$ cat config.mk
export PLATFORM = sky130hd
export DESIGN_NAME = uart
export DESIGN_NICKNAME = d
export VERILOG_FILES = /design/src/rtl/uart_pkg.sv /design/src/rtl/uart_baud_gen.sv /design/src/rtl/uart.sv
export SDC_FILE = /design/constraint.sdc
export NUM_CORES = 1
export LEC_CHECK = 0
export ABC_AREA = 1
export CORE_MARGIN = 2
export CORE_UTILIZATION = 40
export CTS_CLUSTER_DIAMETER = 120
export DETAILED_ROUTE_END_ITERATION = 16
export SYNTH_ARGS = -nofsm -noshare
export SYNTH_HDL_FRONTEND = slang
export SYNTH_SLANG_ARGS = --single-unit
$ cat constraint.sdc
create_clock -name clk -period 2 [get_ports clk]
set_clock_uncertainty 0.15 [all_clocks]
set_input_delay 0.4 -clock clk [delete_from_list [all_inputs] [get_ports clk]]
set_output_delay 0.4 -clock clk [all_outputs]
set_load 0.01 [all_outputs]
$ cat src/rtl/uart_pkg.sv
`default_nettype none
// ============================================================================
// Module   : uart_pkg
// Brief    : Shared constants, FSM state types and divisor helper for uart.
// Revision : 1.0 - initial release
// ============================================================================
package uart_pkg;

    localparam int OVERSAMPLE = 16;
    localparam int DATA_BITS  = 8;

    typedef enum logic [1:0] {
        TX_IDLE  = 2'd0,
        TX_START = 2'd1,
        TX_DATA  = 2'd2,
        TX_STOP  = 2'd3
    } tx_state_t;

    typedef enum logic [1:0] {
        RX_IDLE  = 2'd0,
        RX_START = 2'd1,
        RX_DATA  = 2'd2,
        RX_STOP  = 2'd3
    } rx_state_t;

    // Clock cycles per oversample tick, never below one.
    function automatic int calc_divisor(input int clk_hz, input int bit_rate);
        int d;
        d = clk_hz / (bit_rate * OVERSAMPLE);
        return (d < 1) ? 1 : d;
    endfunction

endpackage
`default_nettype wire

$ cat src/rtl/uart_baud_gen.sv
`default_nettype none
// ============================================================================
// Module   : uart_baud_gen
// Brief    : Free-running divider producing a one-clock 16x baud tick.
// Revision : 1.0 - initial release
// ============================================================================
module uart_baud_gen #(
    parameter int DIVISOR = 1
) (
    input  logic clk,
    input  logic reset,
    output logic o_enable16
);

    localparam int c_cnt_w = (DIVISOR > 1) ? $clog2(DIVISOR) : 1;
    localparam logic [c_cnt_w-1:0] c_last = c_cnt_w'(DIVISOR - 1);

    logic [c_cnt_w-1:0] r_cnt;

    always_ff @(posedge clk) begin
        if (reset) begin
            r_cnt <= '0;
        end else if (r_cnt == c_last) begin
            r_cnt <= '0;
        end else begin
            r_cnt <= r_cnt + 1'b1;
        end
    end

    assign o_enable16 = (r_cnt == c_last);

endmodule
`default_nettype wire

$ cat src/rtl/uart.sv
`default_nettype none
// ============================================================================
// Module   : uart
// Brief    : 8N1 UART transmitter and receiver sharing one 16x baud tick.
//            Define UART_FRAMING_CHECK_EN to enable framing-error reporting.
// Revision : 1.0 - initial release
// ============================================================================
module uart
    import uart_pkg::*;
#(
    parameter int freq_hz = 100000000,
    parameter int baud    = 115200
) (
    input  logic       clk,
    input  logic       reset,
    input  logic       uart_rxd,
    output logic       uart_txd,
    output logic [7:0] rx_data,
    output logic       rx_avail,
    output logic       rx_error,
    input  logic       rx_ack,
    input  logic [7:0] tx_data,
    input  logic       tx_wr,
    output logic       tx_busy
);

    localparam int c_divisor = calc_divisor(freq_hz, baud);
    localparam int c_tick_w  = $clog2(OVERSAMPLE);
    localparam int c_bit_w   = $clog2(DATA_BITS);

    localparam logic [c_tick_w-1:0] c_tick_last = c_tick_w'(OVERSAMPLE - 1);
    localparam logic [c_tick_w-1:0] c_tick_mid  = c_tick_w'(OVERSAMPLE / 2 - 1);
    localparam logic [c_bit_w-1:0]  c_bit_last  = c_bit_w'(DATA_BITS - 1);

    logic w_tick;

    uart_baud_gen #(
        .DIVISOR (c_divisor)
    ) u_baud_gen (
        .clk        (clk),
        .reset      (reset),
        .o_enable16 (w_tick)
    );

    // ------------------------------------------------------------------
    // Transmitter
    // ------------------------------------------------------------------
    tx_state_t              r_tx_state;
    logic [c_tick_w-1:0]    r_tx_tick;
    logic [c_bit_w-1:0]     r_tx_bit;
    logic [DATA_BITS-1:0]   r_tx_shift;
    logic                   r_txd;
    logic                   r_tx_busy;
    logic                   w_tx_bit_end;

    assign w_tx_bit_end = w_tick && (r_tx_tick == c_tick_last);

    always_ff @(posedge clk) begin
        if (reset) begin
            r_tx_state <= TX_IDLE;
            r_tx_tick  <= '0;
            r_tx_bit   <= '0;
            r_tx_shift <= '0;
            r_txd      <= 1'b1;
            r_tx_busy  <= 1'b0;
        end else begin
            if (w_tick && (r_tx_state != TX_IDLE)) begin
                r_tx_tick <= r_tx_tick + 1'b1;
            end
            case (r_tx_state)
                TX_IDLE: begin
                    if (tx_wr) begin
                        r_tx_shift <= tx_data;
                        r_tx_tick  <= '0;
                        r_txd      <= 1'b0;
                        r_tx_busy  <= 1'b1;
                        r_tx_state <= TX_START;
                    end
                end
                TX_START: begin
                    if (w_tx_bit_end) begin
                        r_txd      <= r_tx_shift[0];
                        r_tx_bit   <= '0;
                        r_tx_state <= TX_DATA;
                    end
                end
                TX_DATA: begin
                    if (w_tx_bit_end) begin
                        if (r_tx_bit == c_bit_last) begin
                            r_txd      <= 1'b1;
                            r_tx_state <= TX_STOP;
                        end else begin
                            r_tx_shift <= r_tx_shift >> 1;
                            r_txd      <= r_tx_shift[1];
                            r_tx_bit   <= r_tx_bit + 1'b1;
                        end
                    end
                end
                TX_STOP: begin
                    if (w_tx_bit_end) begin
                        r_tx_busy  <= 1'b0;
                        r_tx_state <= TX_IDLE;
                    end
                end
                default: r_tx_state <= TX_IDLE;
            endcase
        end
    end

    assign uart_txd = r_txd;
    assign tx_busy  = r_tx_busy;

    // ------------------------------------------------------------------
    // Receiver
    // ------------------------------------------------------------------
    logic [1:0]             r_sync;
    logic                   w_rxd;
    rx_state_t              r_rx_state;
    logic [c_tick_w-1:0]    r_rx_tick;
    logic [c_bit_w-1:0]     r_rx_bit;
    logic [DATA_BITS-1:0]   r_rx_shift;
    logic [DATA_BITS-1:0]   r_rx_data;
    logic                   r_rx_avail;
    logic                   r_rx_hold;
    logic                   w_rx_mid;
    logic                   w_rx_bit_end;
`ifdef UART_FRAMING_CHECK_EN
    logic                   r_rx_error;
`endif

    always_ff @(posedge clk) begin
        if (reset) begin
            r_sync <= 2'b11;
        end else begin
            r_sync <= {r_sync[0], uart_rxd};
        end
    end

    assign w_rxd        = r_sync[1];
    assign w_rx_mid     = w_tick && (r_rx_tick == c_tick_mid);
    assign w_rx_bit_end = w_tick && (r_rx_tick == c_tick_last);

    always_ff @(posedge clk) begin
        if (reset) begin
            r_rx_state <= RX_IDLE;
            r_rx_tick  <= '0;
            r_rx_bit   <= '0;
            r_rx_shift <= '0;
            r_rx_data  <= '0;
            r_rx_avail <= 1'b0;
            r_rx_hold  <= 1'b0;
`ifdef UART_FRAMING_CHECK_EN
            r_rx_error <= 1'b0;
`endif
        end else begin
            // Acknowledge first so a byte completing this cycle overrides it.
            if (rx_ack) begin
                r_rx_avail <= 1'b0;
`ifdef UART_FRAMING_CHECK_EN
                r_rx_error <= 1'b0;
`endif
            end
            if (w_tick && (r_rx_state != RX_IDLE)) begin
                r_rx_tick <= r_rx_tick + 1'b1;
            end
            case (r_rx_state)
                RX_IDLE: begin
                    if (!w_rxd) begin
                        r_rx_tick  <= '0;
                        r_rx_state <= RX_START;
                    end
                end
                RX_START: begin
                    if (w_rx_mid) begin
                        if (w_rxd) begin
                            r_rx_state <= RX_IDLE;
                        end else begin
                            r_rx_tick  <= '0;
                            r_rx_bit   <= '0;
                            r_rx_state <= RX_DATA;
                        end
                    end
                end
                RX_DATA: begin
                    if (w_rx_bit_end) begin
                        r_rx_shift <= {w_rxd, r_rx_shift[DATA_BITS-1:1]};
                        if (r_rx_bit == c_bit_last) begin
                            r_rx_state <= RX_STOP;
                        end else begin
                            r_rx_bit <= r_rx_bit + 1'b1;
                        end
                    end
                end
                RX_STOP: begin
                    // A low stop bit leaves the line low; wait for it to rise so
                    // the same low level is not taken as a new start bit.
                    if (r_rx_hold) begin
                        if (w_rxd) begin
                            r_rx_hold  <= 1'b0;
                            r_rx_state <= RX_IDLE;
                        end
                    end else if (w_rx_bit_end) begin
`ifdef UART_FRAMING_CHECK_EN
                        if (w_rxd) begin
                            r_rx_data  <= r_rx_shift;
                            r_rx_avail <= 1'b1;
                            r_rx_error <= 1'b0;
                            r_rx_state <= RX_IDLE;
                        end else begin
                            r_rx_error <= 1'b1;
                            r_rx_hold  <= 1'b1;
                        end
`else
                        r_rx_data  <= r_rx_shift;
                        r_rx_avail <= 1'b1;
                        if (w_rxd) begin
                            r_rx_state <= RX_IDLE;
                        end else begin
                            r_rx_hold <= 1'b1;
                        end
`endif
                    end
                end
                default: r_rx_state <= RX_IDLE;
            endcase
        end
    end

    assign rx_data  = r_rx_data;
    assign rx_avail = r_rx_avail;
`ifdef UART_FRAMING_CHECK_EN
    assign rx_error = r_rx_error;
`else
    assign rx_error = 1'b0;
`endif

endmodule
`default_nettype wire

==> results.md <==
Power and ir drop:
- The areal power density over the cells is 942.6 nW/um^2.
- The largest vdd supply drop is 0.5701 mV.
- The analysis attributes to cell leakage a power of 1.252 nW.

GRT:
- The initial antenna violation count came to 0.
- The first global-routing pass estimated 8.100 mm of wire.
- The via count of the first global-routing pass is 1884.
- The total grt overflow is 0.
- The largest net degree at the start of global routing is 20.
- Global routing used 13.98% of the available tracks.

Floorplan:
- 25 I/O pins were placed.
- The number of rows created at floorplan is 28.
- The effective utilization at floorplan is 41.81%.
- The height of the die is 82.90 um.
- The area enclosed by the die boundary is 6872 sq um.
- The area of the core is 5956 sq um.
- The die is 82.90 um wide.

Setup path:
- The sort of element at the start of the critical path is a flop.
- The critical path goes through inv_1 > ha_1 > nand3_2 > nor2_8 > nand2_2 > inv_2 > nand2_1 > inv_2 > o21ai_0 > a21oi_1.
- The cell at the slowest stage of the critical path is sky130_fd_sc_hd__dfxtp_1.
- For the worst setup path, the data required time is 2.10 ns.
- The library cell appearing most often on the critical path is sky130_fd_sc_hd__inv_2.
- Of all nets on the critical path, the largest fanout is 16.
- Data arrives at the worst endpoint at 1.87 ns.
- In this design, the stage delay of the slowest critical-path cell is 0.35 ns.
- STA classifies the critical path endpoint as a flop.
- The category of cells accounting for the largest share of critical-path delay is simple AND/OR/NAND/NOR gates.
- Counting both buffers and inverters, the worst setup path holds a total of 3.
- The worst setup path is of the flop to flop kind.

Routing:
- After the first detailed-routing iteration, the DRC count stood at 75.
- The detailed router placed 2054 vias in this run.
- The first-pass detailed-route iteration total is 4.
- After detailed routing, the average wire length per cell comes to 10.65 um.
- The wire length after detailed routing is 4.686 mm.
- In the routed design, unresolved DRC markers number 0.
- The via-per-instance ratio is 4.668.
- The detail route stage leaves a number of antenna-violating nets equal to 0.

Min path:
- In this run the worst hold path is classified as flop to flop.

Timing:
- Dividing the final minimum period by the clock period gives 88.77%.
- The maximum clock rate is 563.2 MHz.
- The final-report hold violation count is 0.
- The max-slew violation total from the final report is 0.
- Across all setup checks in the final design, the least slack found is 0.2246 ns.
- The aggregate negative setup slack is 0 ns.
- Setup repair after global routing left no endpoint under its margin.
- The time the worst path needs with I/O delays and setup is 1.775 ns.
- Setup violations remaining at the end of the flow were counted as 0.

Logic synthesis:
- The synthesized design spends more area on one cell type than any other, namely sky130_fd_sc_hd__dfxtp_1.
- Summed over its instances, the top area cell type makes up 43.42% of the synthesized netlist area.
- Synthesis produced a netlist whose cell count is 333.
- In this run, synthesis inferred 0 flip-flops with an integrated enable.
- The number of nets handed over by synthesis was 358.
- The proportion of synthesized flip-flops having asynchronous set or reset is 0%.
- The synthesized netlist devotes 15.58% of its cell area to compound gates.
- Counting flops and latches in the post-synthesis netlist gives 54.
- By count the netlist is led by 71 x sky130_fd_sc_hd__nand2_1, 54 x sky130_fd_sc_hd__dfxtp_1, 39 x sky130_fd_sc_hd__inv_1.
- The post-synthesis area per instance is 7.477 sq um.
- The share of the Yosys chip area taken by registers is 43.42%.
- After synthesis, the largest family of logic cells by area is simple AND/OR/NAND/NOR gates.
- The most used flip-flop cell after synthesis is sky130_fd_sc_hd__dfxtp_1.
- After synthesis, the cell types taking the most area are sky130_fd_sc_hd__dfxtp_1 43%, sky130_fd_sc_hd__nand2_1 11%, sky130_fd_sc_hd__a21oi_1 6.6%, sky130_fd_sc_hd__ha_1 6.0%, sky130_fd_sc_hd__o21ai_0 6.0%.
- Of the post-synthesis cell area, the part taken by muxes is 0.4020%.
- The number of warning messages in the yosys log is 0.
- Among all cell types in the netlist, the one instantiated most often is sky130_fd_sc_hd__nand2_1.
- The synthesized netlist devotes 24.87% of its cell area to simple gates.
- The fraction of the mapped netlist area in adder cells is 6.030%.
- Summing the areas of all xor and xnor instances in the mapped netlist gives 1.407% of the synthesized area.
- The number of distinct library cells after synthesis is 35.
- The synthesized netlist occupies a cell area of 2490 sq um.

Placed design:
- The half-perimeter wire length after placement is 3.369 mm.
- The pre-CTS setup slack is 0.007079 ns.
- Routability-driven placement finished with a final weighted congestion of 0.8391.
- The total of buffers placed on input and output ports is 23.

Finish:
- The multi-input combinational cells in the finished layout cover a total of 1221 sq um.
- The synthesis-to-finish area growth is 18.54%.
- The area used by sequential logic in the layout is 1081 sq um.
- The share of layout cells above drive strength 1 is 9.315%.
- The number of inserted diodes is 0.
- The number of inserted filler cells in the final layout is 591.
- The total number of nets in the final design is 390.

Clock network:
- CTS saw 54 sinks.
- Clock-pin slew was measured on the worst setup and hold paths at 0.09 ns.
- The number of levels the H-tree was split into is 2.
- Once the clock tree was built, the setup fixing pass inserted 0 buffers.
- The clock buffer count from CTS is 5.
- At the later pin of the worst-skew pair, clock insertion delay measures 0.31 ns.
- The TritonCTS clock tree is done.
- The buffer levels on the longest clock path is 2.
- The clock tree root buffer cell is sky130_fd_sc_hd__clkbuf_8.

Job:
- Max-cap violations in this run came to 0.

Status:
- The flow ran to the end, and the final reports show no timing, DRC or antenna violations.
metrics by stage:
stage          hold WS, ns  total power, mW  cell area, sq um  std cells  utilization [%]
2_1_floorplan       0.2395            1.909              2490        333                -
3_3_place_gp        0.2469            2.165              2853        432            47.90
3_5_place_dp        0.2461            2.178              2853        432            47.90
4_1_cts             0.2696            2.780              2937        439            49.31
5_1_grt             0.2864            3.003              2952        440            49.56
6_report            0.2675            2.782              2952        440            49.56
layout by cell type (no fill, tap or decap), types with 2 or more instances in the layout:
| cell type | netlist | layout |
|---|---|---|
| sky130_fd_sc_hd__inv_2 | 2 | 2 |
| sky130_fd_sc_hd__xor2_1 | 3 | 3 |
| sky130_fd_sc_hd__a21oi_1 | 33 | 33 |
| sky130_fd_sc_hd__ha_1 | 12 | 12 |
| sky130_fd_sc_hd__nand2_2 | 2 | 3 |
| sky130_fd_sc_hd__dfxtp_1 | 54 | 54 |
| sky130_fd_sc_hd__nand2_4 | 2 | 2 |
| sky130_fd_sc_hd__or2_2 | 2 | 2 |
| sky130_fd_sc_hd__clkbuf_8 | 0 | 5 |
| sky130_fd_sc_hd__nand4_1 | 2 | 2 |
| sky130_fd_sc_hd__nor2_1 | 33 | 33 |
| sky130_fd_sc_hd__nand2_1 | 71 | 70 |
| sky130_fd_sc_hd__o21ai_2 | 1 | 2 |
| sky130_fd_sc_hd__clkinvlp_4 | 0 | 2 |
| sky130_fd_sc_hd__nand3_1 | 19 | 19 |
| sky130_fd_sc_hd__a21oi_2 | 1 | 2 |
| sky130_fd_sc_hd__a211oi_1 | 3 | 3 |
| sky130_fd_sc_hd__inv_1 | 39 | 39 |
| sky130_fd_sc_hd__clkdlybuf4s50_1 | 0 | 23 |
| sky130_fd_sc_hd__nor3_1 | 2 | 2 |
| sky130_fd_sc_hd__o21ai_0 | 30 | 29 |
| sky130_fd_sc_hd__buf_4 | 1 | 9 |
final timing paths:
check / startpoint / to / slack (ns) / cells past startpoint
worst min register to register: r_sync[0] / r_sync[1] / 0.27 / 1
worst min-delay path: r_sync[0] / r_sync[1] / 0.27 / 1
worst max register to register: u_baud_gen.r_cnt[1] / rx_data[7] / 0.22 / 10
worst max-delay path: u_baud_gen.r_cnt[1] / rx_data[7] / 0.22 / 10
state kept, by name, indices dropped and copies added (netlist names), named ones only:
signal            count
r_rx_bit              3
r_rx_hold             1
r_rx_shift            8
r_rx_state            1
r_rx_tick             4
r_sync                2
r_tx_bit              3
r_tx_shift            8
r_tx_state            2
r_tx_tick             4
rx_avail              1
rx_data               8
tx_busy               1
u_baud_gen.r_cnt      6
uart_txd              1
logic make-up after synthesis:
group	after synthesis
and+or+nand+nor	140
buffers and inverters	50
AOI/OAI and AO/OA	71
adders and majority gates	12
muxes	1
other	1
DFF	54
xor gates and xnor gates	4
worst reg2reg max path, cell delays in order, from the launching register on:
cell and delay [ns]:
sky130_fd_sc_hd__dfxtp_1 0.35, sky130_fd_sc_hd__inv_1 0.06, sky130_fd_sc_hd__ha_1 0.14, sky130_fd_sc_hd__nand3_2 0.11, sky130_fd_sc_hd__nor2_8 0.17, sky130_fd_sc_hd__nand2_2 0.10
sky130_fd_sc_hd__inv_2 0.09, sky130_fd_sc_hd__nand2_1 0.10, sky130_fd_sc_hd__inv_2 0.20, sky130_fd_sc_hd__o21ai_0 0.13, sky130_fd_sc_hd__a21oi_1 0.12
per-layer routing:
metal / vias to the layer above / track usage (%) / share of wire [%]
met4: 0 / 4.918 / 1.5
met5: - / 0 / 0
li1: 1137 / - / -
met1: 896 / 18.78 / 52
met3: 8 / 2.982 / 2.2
met2: 13 / 22.21 / 45
power breakdown:
part | total [mW] | switching [mW] | internal, mW
registers | 1.25 | 0.0650 | 1.18
logic | 0.946 | 0.566 | 0.380
clock network | 0.590 | 0.350 | 0.240
total | 2.78 | 0.981 | 1.80
area by class of cell:
class                           instances  share of cell area [%]
Tap cell                               75                   3.179
Clock inverter                          2                  0.5087
Timing Repair Buffer                   33                   10.77
Inverter                               41                   5.214
Clock buffer                            5                   2.331
Multi-Input combinational cell        230                   41.37
Sequential cell                        54                   36.63
repair_timing:
action,4_1_cts,5_1_grt
setup endpoints to repair,0,16
endpoints found under the hold margin,0,0
hold buffers,0,0
resized for setup,0,3
(Power assumes the default switching activity.)
==> RTL edit (same flow settings) <==
Add an input register stage for `uart_rxd`, with the module's reset; this delays it by one clock. The other inputs are not delayed to match.
--- a/src/rtl/uart.sv
+++ b/src/rtl/uart.sv
@@ -34,2 +34,12 @@
 
+    logic uart_rxd_q;
+
+    always_ff @(posedge clk) begin
+        if (reset) begin
+            uart_rxd_q <= '0;
+        end else begin
+            uart_rxd_q <= uart_rxd;
+        end
+    end
+
     logic w_tick;
@@ -134,3 +144,3 @@
         end else begin
-            r_sync <= {r_sync[0], uart_rxd};
+            r_sync <= {r_sync[0], uart_rxd_q};
         end
Function: same outputs for any inputs over 10 cycles, from zero or initial values and one cycle with reset high; that may be too few to reach the edited logic, so the function may still have changed.
==> RTL edit against the unedited design <==
Final cell count rose by 4.5%; critical path depth decreased by 2; routed wire length is 6.3% higher; worst setup slack got worse by 0.034 ns; hold slack about the same; sequential share of layout area decreased by 0.90 points; power up 4.2%; first-iteration DRC count down 4.0%; combinational power decreased by 20%; area after synthesis grew 4.0%; sequential cell count is 1 higher; global-route usage is 1.0 points higher; cell area is 4.5% higher.
==> RTL edit: results (changes against the unedited design) <==
----------------------------------------------------
[Place]
  Number of instances in the placed design ... 451 (+4.4%)
  Port Buf Inserts ... 23 (unchanged)
  Hpwl dp ... 3630 um (+7.8%)
  Area after DPL ... 0.00294 mm2 (+2.9%)
  Worst slack at placement ... 0.111 ns (+0.104 ns)
  Final RePlAce weighted congestion ... 0.822 (-2.0%)

[Finish]
  Fraction of layout instances using a drive strength above 1 ... 9.66% (+0.35 points)
  Number of filler cells placed in the layout ... 645 (+9.1%)

[Critical path]
  Slowest stage delay, CP ... 0.39 ns (+0.04 ns)
  Top fanout value on the critical path ... 6 (-10)
  Reg2reg end ... r_tx_state[1]
  Worst reg-to-reg path cell count ... 8 (-2)
  Critical path arrival ... 1.91 ns (+0.04 ns)
  Slack of the worst reg-to-reg path ... 0.19 ns (-0.03 ns)
  Launching point of the worst reg2reg path ... r_tx_state[0]

[GRT]
  Global-route usage over all layers ... 15.0% (+1.0 points)
  Met3 GRT Util ... 2.65% (-0.33 points)
  Wire length of the first global-routing pass ... 9030 um (+12%)
  Met2 track demand over resource in global routing ... 26.1% (+3.9 points)

[Logic synthesis]
  Synth Area in XOR/XNOR ... 0.676% (-0.73 points)
  Area share of fa/ha/maj cells after synthesis ... 5.80% (-0.23 points)
  Cell variety after synth ... 36 (+2.9%)
  Multiplexer fraction of the synthesized cell area ... 0.386% (-0.016 points)
  Number of instances in the synthesized netlist ... 352 (+5.7%)
  Sequential fraction of the synthesis area ... 42.5% (-0.91 points)
  Cell types occupying the most area after synthesis ... dfxtp_1 43%, nand2_1 12%, nor2_1 6.7%
  Complex-gate fraction of the synthesized area ... 14.1% (-1.5 points)
  Syn Nets ... 377 (+5.3%)

[Drt]
  Met3 wire length ... 83 um (-20%)
  Met1 WL ... 2480 um (+2.3%)
  Routed wire length on met2 ... 2390 um (+15%)
  Detailed-route wire length ... 4980 um (+6.3%)
  Avg Vias per Cell ... 4.86 (+4.0%)
  First DRT Iteration DRCs ... 72 (-4.0%)

[Timing]
  Slew at the pin with the worst max-slew slack ... 0.670 ns
  Worst hold margin ... 0.268 ns (+0.000196 ns)

[Pwr]
  Pint ... 2020 uW (+12%)
  Max rail drop VDD ... 0.693 mV (+22%)
  Clock network power share ... 29.7% (+8.5 points)
  Net switching power of the design ... 879 uW (-10%)

[Worst hold path]
  Hold-critical path endpoint ... r_sync[0]
  Type of the tightest min-delay check ... flop to flop
  Hold Startpoint ... uart_rxd_q

[Status]
  Run status ... completed

----------------------------------------------------
==> RTL edit: cell types whose count changed after synthesis, moves of 3 or more <==
cell and change:
nor2_1 +13, nand4_1 +7, nand3_1 -6, a21oi_1 -3, o21ai_0 -3, nand2_1 +10
==> RTL edit: how the worst max path moves through the flow <==
stage,from,end,slack [ns]
2_1_floorplan,r_tx_state[0],r_tx_shift[0],0.19
3_3_place_gp,tx_wr,r_tx_shift[0],0.11
3_5_place_dp,tx_wr,r_tx_shift[7],0.11
4_1_cts,u_baud_gen.r_cnt[0],r_tx_bit[0],0.18
5_1_grt,r_tx_state[0],r_tx_state[1],0.007
6_report,r_tx_state[0],r_tx_state[1],0.19
==> RTL edit: final cells by class <==
type	instances	area (um2)	share of cell area, %
clock buffers	5	68.8	2.23
clock inverters	3	67.6	2.19
inverters	40	153	4.95
multi-input cells	248	1290	41.7
flip-flops and latches	55	1100	35.7
well taps	77	96.3	3.12
repair buffers	32	310	10.1
